## config.mk

```make
export PLATFORM = sky130hd
export DESIGN_NAME = vga_frame_reader
export DESIGN_NICKNAME = d
export VERILOG_FILES = /design/src/rtl/vga_pkg.sv /design/src/rtl/vga_timing_gen.sv /design/src/rtl/vga_frame_reader.sv
export SDC_FILE = /design/constraint.sdc
export NUM_CORES = 1
export LEC_CHECK = 0
export ABC_AREA = 0
export ABC_CLOCK_PERIOD_IN_PS = 2700
export BUFFER_PORTS_ARGS = -buffer_cell sky130_fd_sc_hd__buf_2
export CAP_MARGIN = 25
export CORE_MARGIN = 5
export CORE_UTILIZATION = 40
export DETAILED_ROUTE_END_ITERATION = 8
export SETUP_SLACK_MARGIN = 0.3
export SKIP_CTS_REPAIR_TIMING = 1
export SLEW_MARGIN = 10
export SYNTH_ARGS = -nofsm -noshare
export SYNTH_HDL_FRONTEND = slang
export SYNTH_SLANG_ARGS = --single-unit
```

## constraint.sdc

```tcl
create_clock -name clk -period 2.7 [get_ports clk]
set_input_delay 0.135 -clock clk [delete_from_list [all_inputs] [get_ports clk]]
set_output_delay 0.135 -clock clk [all_outputs]
set_load 0.05 [all_outputs]
```

## src/rtl/vga_pkg.sv

```systemverilog
// vga_pkg: 640x480@60 Hz timing constants and pipeline types for the frame reader
package vga_pkg;
    localparam int CNT_W = 10;
    localparam logic [CNT_W-1:0] H_VIS  = 10'd640;
    localparam logic [CNT_W-1:0] H_FP   = 10'd16;
    localparam logic [CNT_W-1:0] H_SYNC = 10'd96;
    localparam logic [CNT_W-1:0] H_BP   = 10'd48;
    localparam logic [CNT_W-1:0] H_TOT  = H_VIS + H_FP + H_SYNC + H_BP;
    localparam logic [CNT_W-1:0] V_VIS  = 10'd480;
    localparam logic [CNT_W-1:0] V_FP   = 10'd10;
    localparam logic [CNT_W-1:0] V_SYNC = 10'd2;
    localparam logic [CNT_W-1:0] V_BP   = 10'd33;
    localparam logic [CNT_W-1:0] V_TOT  = V_VIS + V_FP + V_SYNC + V_BP;
    localparam int PIPE_DEPTH = 2;
    typedef struct packed {
        logic in_img;
        logic visible;
        logic hs;
        logic vs;
    } ctl_t;
    localparam ctl_t CTL_RST = '{in_img: 1'b0, visible: 1'b0, hs: 1'b1, vs: 1'b1};
endpackage

```

## src/rtl/vga_timing_gen.sv

```systemverilog
// vga_timing_gen: pixel-enable divider, h/v counters, raw sync/visible and frame start pulse
module vga_timing_gen
    import vga_pkg::*;
(
    input  logic             clk,
    input  logic             rst,
    output logic             pix_en_o,
    output logic             clk_25mhz_o,
    output logic [CNT_W-1:0] hc_o,
    output logic [CNT_W-1:0] vc_o,
    output logic             hs_o,
    output logic             vs_o,
    output logic             visible_o,
    output logic             frame_start_o
);
    logic             pix_en_q, clk_25_q, fs_q, fs_d, h_end, v_end;
    logic [CNT_W-1:0] hc_q, hc_d, vc_q, vc_d;

    // next counter values; vc advances only when hc wraps
    always_comb begin
        h_end = hc_q == H_TOT - 1'b1;
        v_end = vc_q == V_TOT - 1'b1;
        hc_d  = h_end ? '0 : hc_q + 1'b1;
        vc_d  = !h_end ? vc_q : (v_end ? '0 : vc_q + 1'b1);
        fs_d  = pix_en_q && hc_q == '0 && vc_q == '0;
    end

    // divider toggles every clk; counters step only on pixel-enable cycles
    always_ff @(posedge clk or negedge rst) begin
        if (!rst) begin
            pix_en_q <= 1'b0;
            clk_25_q <= 1'b0;
            fs_q     <= 1'b0;
            hc_q     <= '0;
            vc_q     <= '0;
        end else begin
            pix_en_q <= !pix_en_q;
            clk_25_q <= pix_en_q;
            fs_q     <= fs_d;
            if (pix_en_q) begin
                hc_q <= hc_d;
                vc_q <= vc_d;
            end
        end
    end

    assign pix_en_o      = pix_en_q;
    assign clk_25mhz_o   = clk_25_q;
    assign hc_o          = hc_q;
    assign vc_o          = vc_q;
    assign hs_o          = !(hc_q >= H_VIS + H_FP && hc_q < H_VIS + H_FP + H_SYNC);
    assign vs_o          = !(vc_q >= V_VIS + V_FP && vc_q < V_VIS + V_FP + V_SYNC);
    assign visible_o     = hc_q < H_VIS && vc_q < V_VIS;
    assign frame_start_o = fs_q;
endmodule

```

## src/rtl/vga_frame_reader.sv

```systemverilog
// vga_frame_reader: scans a 256x256 grayscale buffer out of memory onto a 640x480 VGA DAC
module vga_frame_reader
    import vga_pkg::*;
#(
    parameter int                ADDR_W    = 18,
    parameter logic [ADDR_W-1:0] ENC_BASE  = 18'h00000,
    parameter logic [ADDR_W-1:0] DEC_BASE  = 18'h10000,
    parameter int                IMG_LOG2W = 8,
    parameter int                IMG_LOG2H = 8,
    parameter int                X0        = 192,
    parameter int                Y0        = 112
) (
    input  logic              clk,
    input  logic              rst,
    input  logic              selected,
    output logic [ADDR_W-1:0] mem_addr,
    output logic              mem_rd_en,
    input  logic [7:0]        mem_rdata,
    output logic              clk_25mhz,
    output logic              h_sync,
    output logic              v_sync,
    output logic              blank_n,
    output logic              sync_n,
    output logic [7:0]        rgb,
    output logic              frame_start
);
    logic                           pix_en, hs, vs, visible, fs, in_img, buf_sel_q, mem_rd_en_q;
    logic                           blank_n_q, h_sync_q, v_sync_q;
    logic [CNT_W-1:0]               hc, vc, hx, vy;
    logic [IMG_LOG2H+IMG_LOG2W:0]   offset;
    logic [ADDR_W-1:0]              mem_addr_q, mem_addr_d;
    logic [7:0]                     rgb_q;
    ctl_t                           ctl_d, ctl_out;
    ctl_t                           ctl_q [PIPE_DEPTH-1];

    vga_timing_gen u_tg (
        .clk          (clk),
        .rst          (rst),
        .pix_en_o     (pix_en),
        .clk_25mhz_o  (clk_25mhz),
        .hc_o         (hc),
        .vc_o         (vc),
        .hs_o         (hs),
        .vs_o         (vs),
        .visible_o    (visible),
        .frame_start_o(fs)
    );

    // image-window test and fetch address; address holds outside the image
    always_comb begin
        hx         = hc - CNT_W'(X0);
        vy         = vc - CNT_W'(Y0);
        in_img     = hc >= CNT_W'(X0) && hx < CNT_W'(1 << IMG_LOG2W) &&
                     vc >= CNT_W'(Y0) && vy < CNT_W'(1 << IMG_LOG2H);
        offset     = {vy[IMG_LOG2H:0], hx[IMG_LOG2W-1:0]};
        mem_addr_d = in_img ? (buf_sel_q ? DEC_BASE : ENC_BASE) + ADDR_W'(offset) : mem_addr_q;
        ctl_d      = '{in_img: in_img, visible: visible, hs: hs, vs: vs};
    end

    // buffer choice only changes at frame start so a frame never mixes buffers
    always_ff @(posedge clk or negedge rst) begin
        if (!rst)
            buf_sel_q <= 1'b0;
        else if (fs)
            buf_sel_q <= selected;
    end

    // stage 0 fetch plus control delay line matching the memory read latency
    always_ff @(posedge clk or negedge rst) begin
        if (!rst) begin
            mem_addr_q  <= '0;
            mem_rd_en_q <= 1'b0;
            for (int i = 0; i < PIPE_DEPTH - 1; i++) ctl_q[i] <= CTL_RST;
        end else if (pix_en) begin
            mem_addr_q  <= mem_addr_d;
            mem_rd_en_q <= in_img;
            ctl_q[0]    <= ctl_d;
            for (int i = 1; i < PIPE_DEPTH - 1; i++) ctl_q[i] <= ctl_q[i-1];
        end
    end

    assign ctl_out = ctl_q[PIPE_DEPTH-2];

    // output stage: pixel data gated by the delayed image flag, syncs aligned with it
    always_ff @(posedge clk or negedge rst) begin
        if (!rst) begin
            rgb_q     <= 8'h00;
            blank_n_q <= 1'b0;
            h_sync_q  <= 1'b1;
            v_sync_q  <= 1'b1;
        end else if (pix_en) begin
            rgb_q     <= ctl_out.in_img ? mem_rdata : 8'h00;
            blank_n_q <= ctl_out.visible;
            h_sync_q  <= ctl_out.hs;
            v_sync_q  <= ctl_out.vs;
        end
    end

    assign mem_addr    = mem_addr_q;
    assign mem_rd_en   = mem_rd_en_q;
    assign rgb         = rgb_q;
    assign blank_n     = blank_n_q;
    assign h_sync      = h_sync_q;
    assign v_sync      = v_sync_q;
    assign sync_n      = 1'b0;
    assign frame_start = fs;
endmodule
```

* Yosys cells after proc, flatten, opt, wreduce, memory -nomap -nowiden *
Index checks and enable logic that the tools add are counted.

storage, ports and cells
  latch bits = 0
  register bits after elaboration = 57
  output and inout bits = 33
  memory bits (read-only) = 0
  bits of input ports = 11
  bits in writable memories = 0
  memories = 0
  word-level logic and storage cells = 51

operators by class
  $mul = 0
  shift-type cells = 0
  muxes and demuxes = 4
  reductions and logical operators = 15
  equality and inequality tests = 2
  order comparisons = 10
  add/subtract/negate cells = 5
  divide/modulo/power cells = 0
  bitwise gates (word level) = 0

operator list
  operator                                                     number
  less-than comparator 10 x 9 -> 1 bit, second input constant  4
  adder 10 x 1 -> 10 bit, second input constant                2
  equality test 10 bit, second input constant                  2
  zero test 10 bit                                             2
  less-than comparator 10 bit, second input constant           2
  two-way mux 10 bit                                           2
  adder 17 x 17 -> 18 bit                                      1
  two-way mux 17 bit                                           1
  >= comparator 10 bit, second input constant                  1
  >= comparator 10 x 7 -> 1 bit, second input constant         1
  >= comparator 10 x 8 -> 1 bit, second input constant         1
  >= comparator 10 x 9 -> 1 bit, second input constant         1
  subtractor 10 x 7 -> 10 bit, second input constant           1
  subtractor 10 x 8 -> 10 bit, second input constant           1
  logical AND 1 bit                                            8
  two-way mux 8 bit                                            1
  AND reduction 2 bit                                          2
  zero test 1 bit                                              3

* Depth between registers and ports, before layout *
Gate-level depths: netlist of the first run.

  depth after elaboration = 6
  mapped depth = 7
  mapped depth without buffers = 6

* By module *
A second synthesis of the first run with hierarchy kept.

second synthesis, totals
  cell total of the unflattened synthesis = 228
  area, all modules = 2690.1 µm²

modules (own cells, without submodules)
  module            instances  seq. area each (µm²)  area each (µm²)  cells an instance
  vga_frame_reader  1          855.8                 1485.2           111
  vga_timing_gen    1          575.6                 1204.9           117

* Worst setup path after synthesis of the first run *
OpenSTA, ideal clock, no wires.

  kind = register to register
  from = reg u_tg.vc_q[4] (netlist: u_tg.vc_o[4])
  to = reg mem_addr_q[0] (netlist: mem_addr[0])
  data required time = 2.575 ns
  stages on the path, launching flop included = 8
  path buffers = 2
  library setup time = 0.125 ns
  data arrival time = 1.814 ns
  setup slack = 0.761 ns
  clock period less this slack = 1.939 ns
  cells stage by stage = dfrtp_1 > ha_1 > a21oi_2 > xor2_1 > a2111o_1 > buf_6 > buf_12 > mux2_4

between the ends
  cells in the longest elaborated chain, start to end = 4
  elaborated cells on any way between the ends = 6
  those cells by class = add/sub: 1; order compare: 2; reduce/logical: 3

ends and longest elaborated chain
  element                                                                              line                                            text
  start, declared                                                                      vga_timing_gen.sv:17                            logic [CNT_W-1:0] hc_q, hc_d, vc_q, vc_d;
  start signal, assigned                                                               vga_timing_gen.sv:42                            vc_q <= vc_d;
  subtractor 10 x 7 -> 10 bit / >= comparator 10 x 7 -> 1 bit (equally long branches)  vga_frame_reader.sv:52, vga_frame_reader.sv:54
  less-than comparator 10 x 9 -> 1 bit / logical AND 1 bit (equally long branches)     vga_frame_reader.sv:54, vga_frame_reader.sv:53
  logical AND 1 bit *                                                                  vga_frame_reader.sv:54                          vc >= CNT_W'(Y0) && vy < CNT_W'(1 << IMG_LOG2H);
  AND reduction 2 bit (no line) *                                                      -
  end signal, assigned                                                                 vga_frame_reader.sv:75                          mem_addr_q <= mem_addr_d;
  end, declared                                                                        vga_frame_reader.sv:31                          logic [ADDR_W-1:0] mem_addr_q, mem_addr_d;

Every way passes the cells marked *; elsewhere a longest branch is shown, timed or not.
A chain may end at the register's enable or synchronous reset.

* Final worst setup path of the first run *
  from = reg u_tg.vc_q[5] (netlist: u_tg.vc_o[5])
  to = reg mem_addr_q[15] (netlist: mem_addr[15])

between the ends
  cells in the longest elaborated chain, start to end = 4
  elaborated cells on any way between the ends = 7
  those cells by class = add/sub: 2; order compare: 2; reduce/logical: 3

ends and longest elaborated chain
  element                                                                              line
  subtractor 10 x 7 -> 10 bit / >= comparator 10 x 7 -> 1 bit (equally long branches)  vga_frame_reader.sv:52, vga_frame_reader.sv:54
  less-than comparator 10 x 9 -> 1 bit / logical AND 1 bit (equally long branches)     vga_frame_reader.sv:54, vga_frame_reader.sv:53
  logical AND 1 bit                                                                    vga_frame_reader.sv:54
  AND reduction 2 bit (no line)                                                        -

Several ways; a longest one is shown, not always the timed one.

==> run metrics, run 1 <==
Ys Warns 0; maximum vdd drop 0.000223 V; CP required 2920 ps; Vias 1969; register area share after synthesis 50.8%; net switching power 0.000376 W; Min Clock Period, post-route 2240 ps; row cnt 30; Max-cap violations 0; Placeable Area 6830 um2; CTS clk-pin slew, worst paths 70 ps; drt initial violations 103; area of the multi-input gates 1220 um2; PortBufs 42; clk sink count 57; Die H 93.9 um; Setup CP Type register to register; switching part of the total 22.6%; Pre-Repair DR Iteration Count 4; CP Cell Sequence ha_1 -> a21oi_2 -> xor2_1 -> a2111o_2 -> buf_4 -> mux2_4; Worst slew margin 58.1%; CTS Buffer Depth 2; Final Hold Fails 0; post-DR wirelength/cell 14.7 um; maximum clock rate 447 MHz; worst hold path class input port to register; asr flop ratio synth 100%; die width 93.9 um; vias per cell 4.98; DP HPWL 4160 um; cell-internal power 0.00129 W; vias in the first global route 1893; commonest non-fill, non-tap cell in the layout dfrtp_1; gpl congestion 0.825; H-Tree Depth 3; Setup crit end kind register; Crit path largest cell delay 540 ps; CTS tree built; Layout Nets 316; worst-path fanout max 10; post-synthesis cell count 247; design area 3310 um2; clk_skew 8.54 ps; Slowest-stage cell, CP a2111o_2; global-route wire length before repair 9630 um; Seq. cell area 1430 um2; remaining global-route overflow 0; outcome completed; top_reg_cell synth dfrtp_1; Syn Std Cell Area 2820 um2; largest net degree at the start of global routing 30; Cell Area, Placed 3100 um2; clk_lat worst skew 330 ps; RSZ-0062 raised after global routing no; Residual DRC 0; Worst-Margin Slew 629 ps; pwr/cell area 503 nW/um2; layout cells sized above 1 33.1%; syn avg cell area 11.4 um2; die area 8820 um2; commonest non-fill, non-tap cells in the layout dfrtp_1, buf_2, inv_1, o21ai_0, mux2_2; cts bufs inserted 9; Synth cell types 51; critical path arrival 2460 ps; Static Leak 1.59 nW; post-route ant nets 0; total track usage 14.1%; sequential power share 51.4%; Area Growth Syn to Fin 17.5%; Pins Over Slew Limit 0; final setup fails 0; IO Pins 44; Routed WL 5810 um; Clock Tree Root clkbuf_8; FF+latch count, synth 57; syn nets 269; initial core utilization 41.2%; period utilisation layout 82.9%; Clock power frac 46.7%; startpoint type of the worst setup path register; Comb power frac 1.8%; # diodes 0; # fillers 650; EDFF count, synth 0; setup total negative slack 0 ps; initial antenna violation count 0
-- cell usage after synthesis, types with 2 or more instances --
cell type | n | area (um2)
xnor2_1 | 4 | 35.0
and2_1 | 2 | 12.5
dfstp_2 | 4 | 105
a22o_1 | 8 | 70.1
nor2b_1 | 3 | 18.8
a31oi_1 | 2 | 12.5
nor3_1 | 5 | 25.0
ha_1 | 11 | 138
and3_1 | 3 | 18.8
dfrtp_1 | 53 | 1330
nand2_1 | 7 | 26.3
buf_6 | 2 | 22.5
nor2_1 | 13 | 48.8
nand4_1 | 5 | 31.3
a21oi_1 | 3 | 15.0
buf_2 | 4 | 20.0
o21ai_0 | 19 | 95.1
mux2_2 | 16 | 180
nor4bb_1 | 2 | 20.0
clkbuf_1 | 4 | 15.0
nand3_1 | 14 | 70.1
inv_1 | 19 | 71.3
xor2_1 | 7 | 61.3
mux2_4 | 9 | 135
buf_4 | 2 | 15.0
-- final timing paths --
kind / start / depth (start not counted) / to / slack (ps)
min in group asynchronous: rst / 2 / rgb[0]$_DFFE_PN0P_ / 360
min: mem_rdata[4] / 3 / rgb[4]$_DFFE_PN0P_ / 40
max: u_tg.vc_o[5]$_DFFE_PN0P_ / 6 / mem_addr[15]$_DFFE_PN0P_ / 460
max reg2reg: u_tg.vc_o[5]$_DFFE_PN0P_ / 6 / mem_addr[15]$_DFFE_PN0P_ / 460
max in group asynchronous: rst / 3 / ctl_out[1]$_DFFE_PN1P_ / 1630
min reg2reg: ctl_out[0]$_DFFE_PN1P_ / 2 / ctl_out[0]$_DFFE_PN1P_ / 490
-- state kept, by name, summed over array words and instances, names as in the netlist --
| signal | cells |
|---|---|
| mem_addr | 18 |
| u_tg.clk_25mhz_o | 1 |
| u_tg.vc_o | 10 |
| u_tg.pix_en_o | 1 |
| u_tg.hc_o | 10 |
| buf_sel_q | 1 |
| v_sync | 1 |
| blank_n | 1 |
| h_sync | 1 |
| rgb | 8 |
| ctl_out | 4 |
| u_tg.frame_start_o | 1 |
-- per-layer routing --
metal / wire (um) / GRT usage (%)
met1: 2850 / 19.5
met2: 2540 / 20.3
met3: 331 / 4.09
met4: 87 / 6.50
met5: 0 / 0
-- through the flow --
| stage | instances | hold slack [ps] | utilization [%] | power (W) | worst slack [ps] |
|---|---|---|---|---|---|
| CTS | 394 | -175 | 48.3 | 0.00169 | 410 |
| global route | 395 | 24.5 | 48.4 | 0.00173 | 345 |
| detailed placement | 378 | 196 | 45.4 | 0.000902 | 416 |
| global placement | 378 | 186 | 45.4 | 0.000902 | 503 |
| finish | 395 | 37.3 | 48.4 | 0.00166 | 461 |
| floorplan | 247 | -161 | - | 0.000877 | 761 |
-- area by class of cell --
cell class	instances	share of cell area, %
clock buffer	9	3.74
clock inverter	7	2.16
inverter	19	2.16
multi-input combinational	157	36.8
sequential	57	43.3
tap	96	3.63
timing repair buffer	50	8.24
-- power by group through the flow --
stage	clock network (W)	registers, W	logic (W)
5_1_grt	0.000838	0.000855	0.0000355
4_1_cts	0.000801	0.000855	0.0000314
3_5_place_dp	0	0.000871	0.0000313
3_3_place_gp	0	0.000871	0.0000310
2_1_floorplan	0	0.000871	0.00000554
6_report	0.000777	0.000855	0.0000306
-- critical path: cells and delay by family, from the launching register on --
kind | cells | cell delay (ps)
AO/OA/AOI/OAI | 2 | 620
buffers and inverters | 1 | 220
flip-flops | 1 | 500
multiplexers | 1 | 300
adder cells (fa/ha/maj) | 1 | 300
XOR/XNOR | 1 | 180
-- kinds of logic (layout without fill, tap and decap cells) --
family          count (synthesis)  after routing  share of synthesized area, %
flops                          57             57                          50.8
compound gates                 42             42                          9.82
mux                            25             25                          11.2
xor+xnor                       11             11                          3.42
simple gates                   67             67                          13.8
other cells                     1              1                         0.133
fa+ha+maj                      11             11                          4.89
buf+inv                        33             85                          5.95
Power figures use the tool's default switching activity.
==> inputs of run 2 (changes only) <==
Settings changed: ABC_CLOCK_PERIOD_IN_PS 2700 to 1900.
Clock period 2.7 ns to 1.9 ns, I/O delays scaled along.
==> run 2 against run 1 <==
The run now ends with hold timing, setup timing left. Non-clock buffer count grew 49. Clock skew is essentially flat. Total power grew 43%. Core utilization grew 9.0 points. First-iteration DRC count down 11%. Sequential share of layout area down 6.7 points. Maximum frequency grew 17%. Critical path type unchanged. Register-to-register slack worse by 480 ps. Via count increased by 12%. Critical path depth unchanged. Largest cell class unchanged. Design area grew 19%.
==> run metrics, run 2 (synthesized netlist as in run 1, its figures left out) <==
Clock Tree Root clkbuf_8; Die H 93.9 um; row cnt 30; Area Growth Syn to Fin 39.4%; violated checks hold timing, setup timing; die width 93.9 um; Residual DRC 0; die area 8820 um2; CTS Buffer Depth 2; DP HPWL 4460 um; global-route wire length before repair 9830 um; Pre-Repair DR Iteration Count 4; # diodes 0; clk_lat worst skew 340 ps; gpl congestion 0.852; Vias 2206; largest net degree at the start of global routing 29; critical path arrival 2140 ps; clk sink count 57; CTS clk-pin slew, worst paths 70 ps; Max-cap violations 0; cts bufs inserted 9; vias in the first global route 2003; setup total negative slack -109 ps; worst hold path class input port to register; CTS tree built; Routed WL 6460 um; Placeable Area 6830 um2; worst-path fanout max 8; final worst-path setup slack -16.5 ps; commonest non-fill, non-tap cells in the layout dfrtp_1, buf_2, buf_4; post-route ant nets 0; Post-Layout Cell Count 444; final setup fails 12; hold_ws -8.33 ps; clk_skew 8.46 ps; Static Leak 1.88 nW; Final Hold Fails 3; drt initial violations 92; initial antenna violation count 0; IO Pins 44; commonest non-fill, non-tap cell in the layout dfrtp_1; RSZ-0062 raised after global routing yes; Pins Over Slew Limit 0; vias per cell 4.97; period utilisation layout 101%; maximum clock rate 522 MHz; post-DR wirelength/cell 14.5 um; total track usage 14.7%; maximum vdd drop 0.000450 V; number of instances in the placed design 409; outcome finished with violations; pwr/cell area 606 nW/um2; Layout Utilization 57.5%; Setup crit end kind register; Setup CP Type register to register; layout cells sized above 1 48.6%; initial core utilization 41.2%; # fillers 583; PortBufs 42; Layout Nets 365; remaining global-route overflow 0; Min Clock Period, post-route 1920 ps; Largest register FFs 18; CP required 2120 ps; H-Tree Depth 3; startpoint type of the worst setup path register
==> run 2: cell types whose count changed in the layout (fill, tap and decap cells not counted), moves of 6 or more <==
cell	delta
buf_4	+33
buf_6	+7
o21ai_0	-7
ha_1	-6
==> run 2: path summary, 6_finish.rpt <==
kind / from / depth (start not counted) / slack, ps / end
max: u_tg.vc_o[4]$_DFFE_PN0P_ / 6 / -20 / mem_addr[1]$_DFFE_PN0P_
min: mem_rdata[4] / 3 / -8 / rgb[4]$_DFFE_PN0P_
max reg2reg: u_tg.vc_o[4]$_DFFE_PN0P_ / 6 / -20 / mem_addr[1]$_DFFE_PN0P_
min reg2reg: ctl_out[0]$_DFFE_PN1P_ / 2 / 490 / ctl_out[0]$_DFFE_PN1P_
max in group asynchronous: rst / 3 / 1150 / h_sync$_DFFE_PN1P_
min in group asynchronous: rst / 2 / 110 / mem_addr[6]$_DFFE_PN0P_
==> run 2: worst max-delay path: stages, from the launching register on <==
cell	delay (ps)
dfrtp_2	460
ha_4	180
a21oi_2	140
xor2_1	90
a2111o_1	450
buf_12	190
mux2_4	290
==> run 2: final cells by class <==
class | instances | area (um2) | area share [%]
clock buffer | 10 | 128 | 3.25
clock inverter | 6 | 67.6 | 1.72
inverter | 19 | 71.3 | 1.82
multi-input combinational | 157 | 1380 | 35.2
sequential | 57 | 1440 | 36.6
tap | 96 | 120 | 3.06
timing repair buffer | 99 | 719 | 18.3
==> run 2: report_power, final <==
| group | switching [W] | internal (W) | leakage (nW) |
|---|---|---|---|
| Sequential | 0.000000552 | 0.00121 | 0.750 |
| Clock | 0.000503 | 0.000609 | 0.0929 |
| Combinational | 0.0000321 | 0.0000193 | 1.04 |
==> run 2: through the flow <==
| stage | hold WS (ps) | cell area (um2) | power (W) | setup slack [ps] |
|---|---|---|---|---|
| floorplan | -201 | 2860 | 0.00125 | 11.4 |
| global placement | -54.0 | 3390 | 0.00128 | -44.0 |
| detailed placement | -57.5 | 3390 | 0.00128 | -48.4 |
| CTS | -429 | 3590 | 0.00240 | -60.9 |
| global route | -1.94 | 3930 | 0.00249 | -69.7 |
| finish | -8.33 | 3930 | 0.00238 | -16.5 |
==> run 2: layer usage <==
layer | vias up | share of wire, % | track usage, %
li1 | 1062 | - | -
met1 | 1058 | 49 | 20.3
met2 | 70 | 44 | 21.1
met3 | 16 | 5.6 | 5.45
met4 | 0 | 1.8 | 5.29
met5 | - | 0 | 0
==> inputs of run 3 (changes only) <==
Settings changed: ABC_CLOCK_PERIOD_IN_PS 1900 to default, BUFFER_PORTS_ARGS -buffer_cell sky130_fd_sc_hd__buf_2 to -buffer_cell sky130_fd_sc_hd__buf_4, HOLD_SLACK_MARGIN from default to 0.06.
==> run 3 against run 2 <==
Via count is 3.8% lower. The flow finishes with violations (setup timing). Global-route usage hardly changed. Hold slack better by 360 ps. Die area stayed put.
==> run metrics, run 3 (synthesized netlist as in run 1, its figures left out) <==
outcome finished with violations; violated checks setup timing; RSZ-0062 raised after global routing yes; post-route ant nets 0; die area 8820 um2; reg2reg setup slack -6 ps; CP required 2120 ps; Final Hold Fails 0; gpl congestion 0.814; IO Pins 44; worst-path fanout max 11; Worst slew margin 52.5%; Pre-Repair DR Iteration Count 4; Vias 2123; pwr/cell area 615 nW/um2; Comb power frac 2.5%; total track usage 14.7%; clk_lat worst skew 340 ps; crit-path leading delay family compound AO/OA/AOI/OAI gates; switching part of the total 21.1%; Setup crit end kind register; maximum clock rate 525 MHz; CTS clk-pin slew, worst paths 70 ps; Crit path largest cell delay 460 ps; Clock power frac 47.4%; row cnt 30; Worst-Margin Slew 712 ps; crit path from u_tg.vc_o[4]$_DFFE_PN0P_; Reg-to-Reg Start u_tg.vc_o[4]$_DFFE_PN0P_; clk_skew 9.44 ps; vias in the first global route 2057; clk sink count 57; hold_ws 354 ps; startpoint type of the worst setup path register; CP Cell Sequence buf_6 -> a311oi_2 -> xor2_1 -> a2111o_1 -> buf_12 -> mux2_4; Die H 93.9 um; initial antenna violation count 0; critical path arrival 2120 ps; die width 93.9 um; remaining global-route overflow 0; largest net degree at the start of global routing 58; # fillers 593; post-DR wirelength/cell 14.8 um; period utilisation layout 100%; drt initial violations 94; Largest register FFs 18; net switching power 0.000512 W; Clock Tree Root clkbuf_8; CTS Buffer Depth 2; layout cells sized above 1 43.7%; Pins Over Slew Limit 0; Residual DRC 0; Area Growth Syn to Fin 40.2%; sequential power share 50.1%; initial core utilization 41.2%; commonest non-fill, non-tap cell in the layout buf_4; Max-cap violations 0; CTS tree built; Setup CP Type register to register; cts bufs inserted 9; commonest non-fill, non-tap cells in the layout buf_4, dfrtp_1, o21ai_0; Routed WL 6490 um; Seq. cell area 1430 um2; final setup fails 3; Min Clock Period, post-route 1910 ps; cell-internal power 0.00192 W; maximum vdd drop 0.000306 V; # diodes 0; area of the multi-input gates 1340 um2; H-Tree Depth 3; worst hold path class input port to asynchronous set/reset pin; Placeable Area 6830 um2; total power 0.00243 W; PortBufs 42; global-route wire length before repair 10200 um; Buf/Inv on CP 2; final worst-path setup slack -6.38 ps; Layout Nets 360; vias per cell 4.84; Static Leak 1.85 nW; Slowest-stage cell, CP dfrtp_2; DP HPWL 4470 um
## run 3: cell types whose count changed in the layout (fill, tap and decap cells not counted), sizes merged
cell         delta
buf             -8
clkinvlp        -2
inv             -1
dlygate4sd3     +4
clkbuf          +2
## run 3: path summary, 6_finish.rpt
path | cells after the start | to
setup / recovery | 6 | mem_addr[17]$_DFFE_PN0P_
hold / removal | 2 | mem_addr[8]$_DFFE_PN0P_
setup reg to reg | 6 | mem_addr[17]$_DFFE_PN0P_
hold reg to reg | 2 | ctl_out[0]$_DFFE_PN1P_
max in group asynchronous | 2 | u_tg.vc_o[4]$_DFFE_PN0P_
min in group clk | 2 | ctl_out[0]$_DFFE_PN1P_
## run 3: area by class of cell
class | instances | area share [%]
clock buffers | 13 | 4.02
flip-flops and latches | 57 | 36.3
multi-input cells | 157 | 34.0
clock inverters | 3 | 1.01
well taps | 96 | 3.04
repair buffers | 94 | 19.8
inverters | 19 | 1.81
## run 3: routing by layer
layer	GRT usage [%]	wire length (um)	vias up
li1	-	-	1048
met1	20.6	3080	1019
met2	21.8	3030	46
met3	5.13	317	10
met4	3.61	61	0
met5	0	0	-
## run 3: power by group through the flow
stage	sequential [W]	combinational, W	clock (W)
floorplan	0.00124	0.00000787	0
global placement	0.00124	0.0000469	0
CTS	0.00122	0.0000469	0.00118
global route	0.00121	0.0000703	0.00124
finish	0.00122	0.0000613	0.00115
detailed placement	0.00124	0.0000469	0
## run 3: metrics by stage
step           util [%]  std cells  setup WS (ps)  TNS, ps  instance area [um2]
2_1_floorplan         -        247           11.4        0                 2860
3_3_place_gp       51.1        408          -39.8     -234                 3490
3_5_place_dp       51.1        408          -84.0     -687                 3490
4_1_cts            54.0        424          -97.9     -797                 3690
5_1_grt            57.8        439           -106    -1390                 3950
6_report           57.8        439          -6.38    -17.3                 3950
## run 3: worst register-to-register path, cell delays in order (launching register included)
cell and delay (ps):
dfrtp_2 460, buf_6 140, a311oi_2 250, xor2_1 100, a2111o_1 360, buf_12 180, mux2_4 290
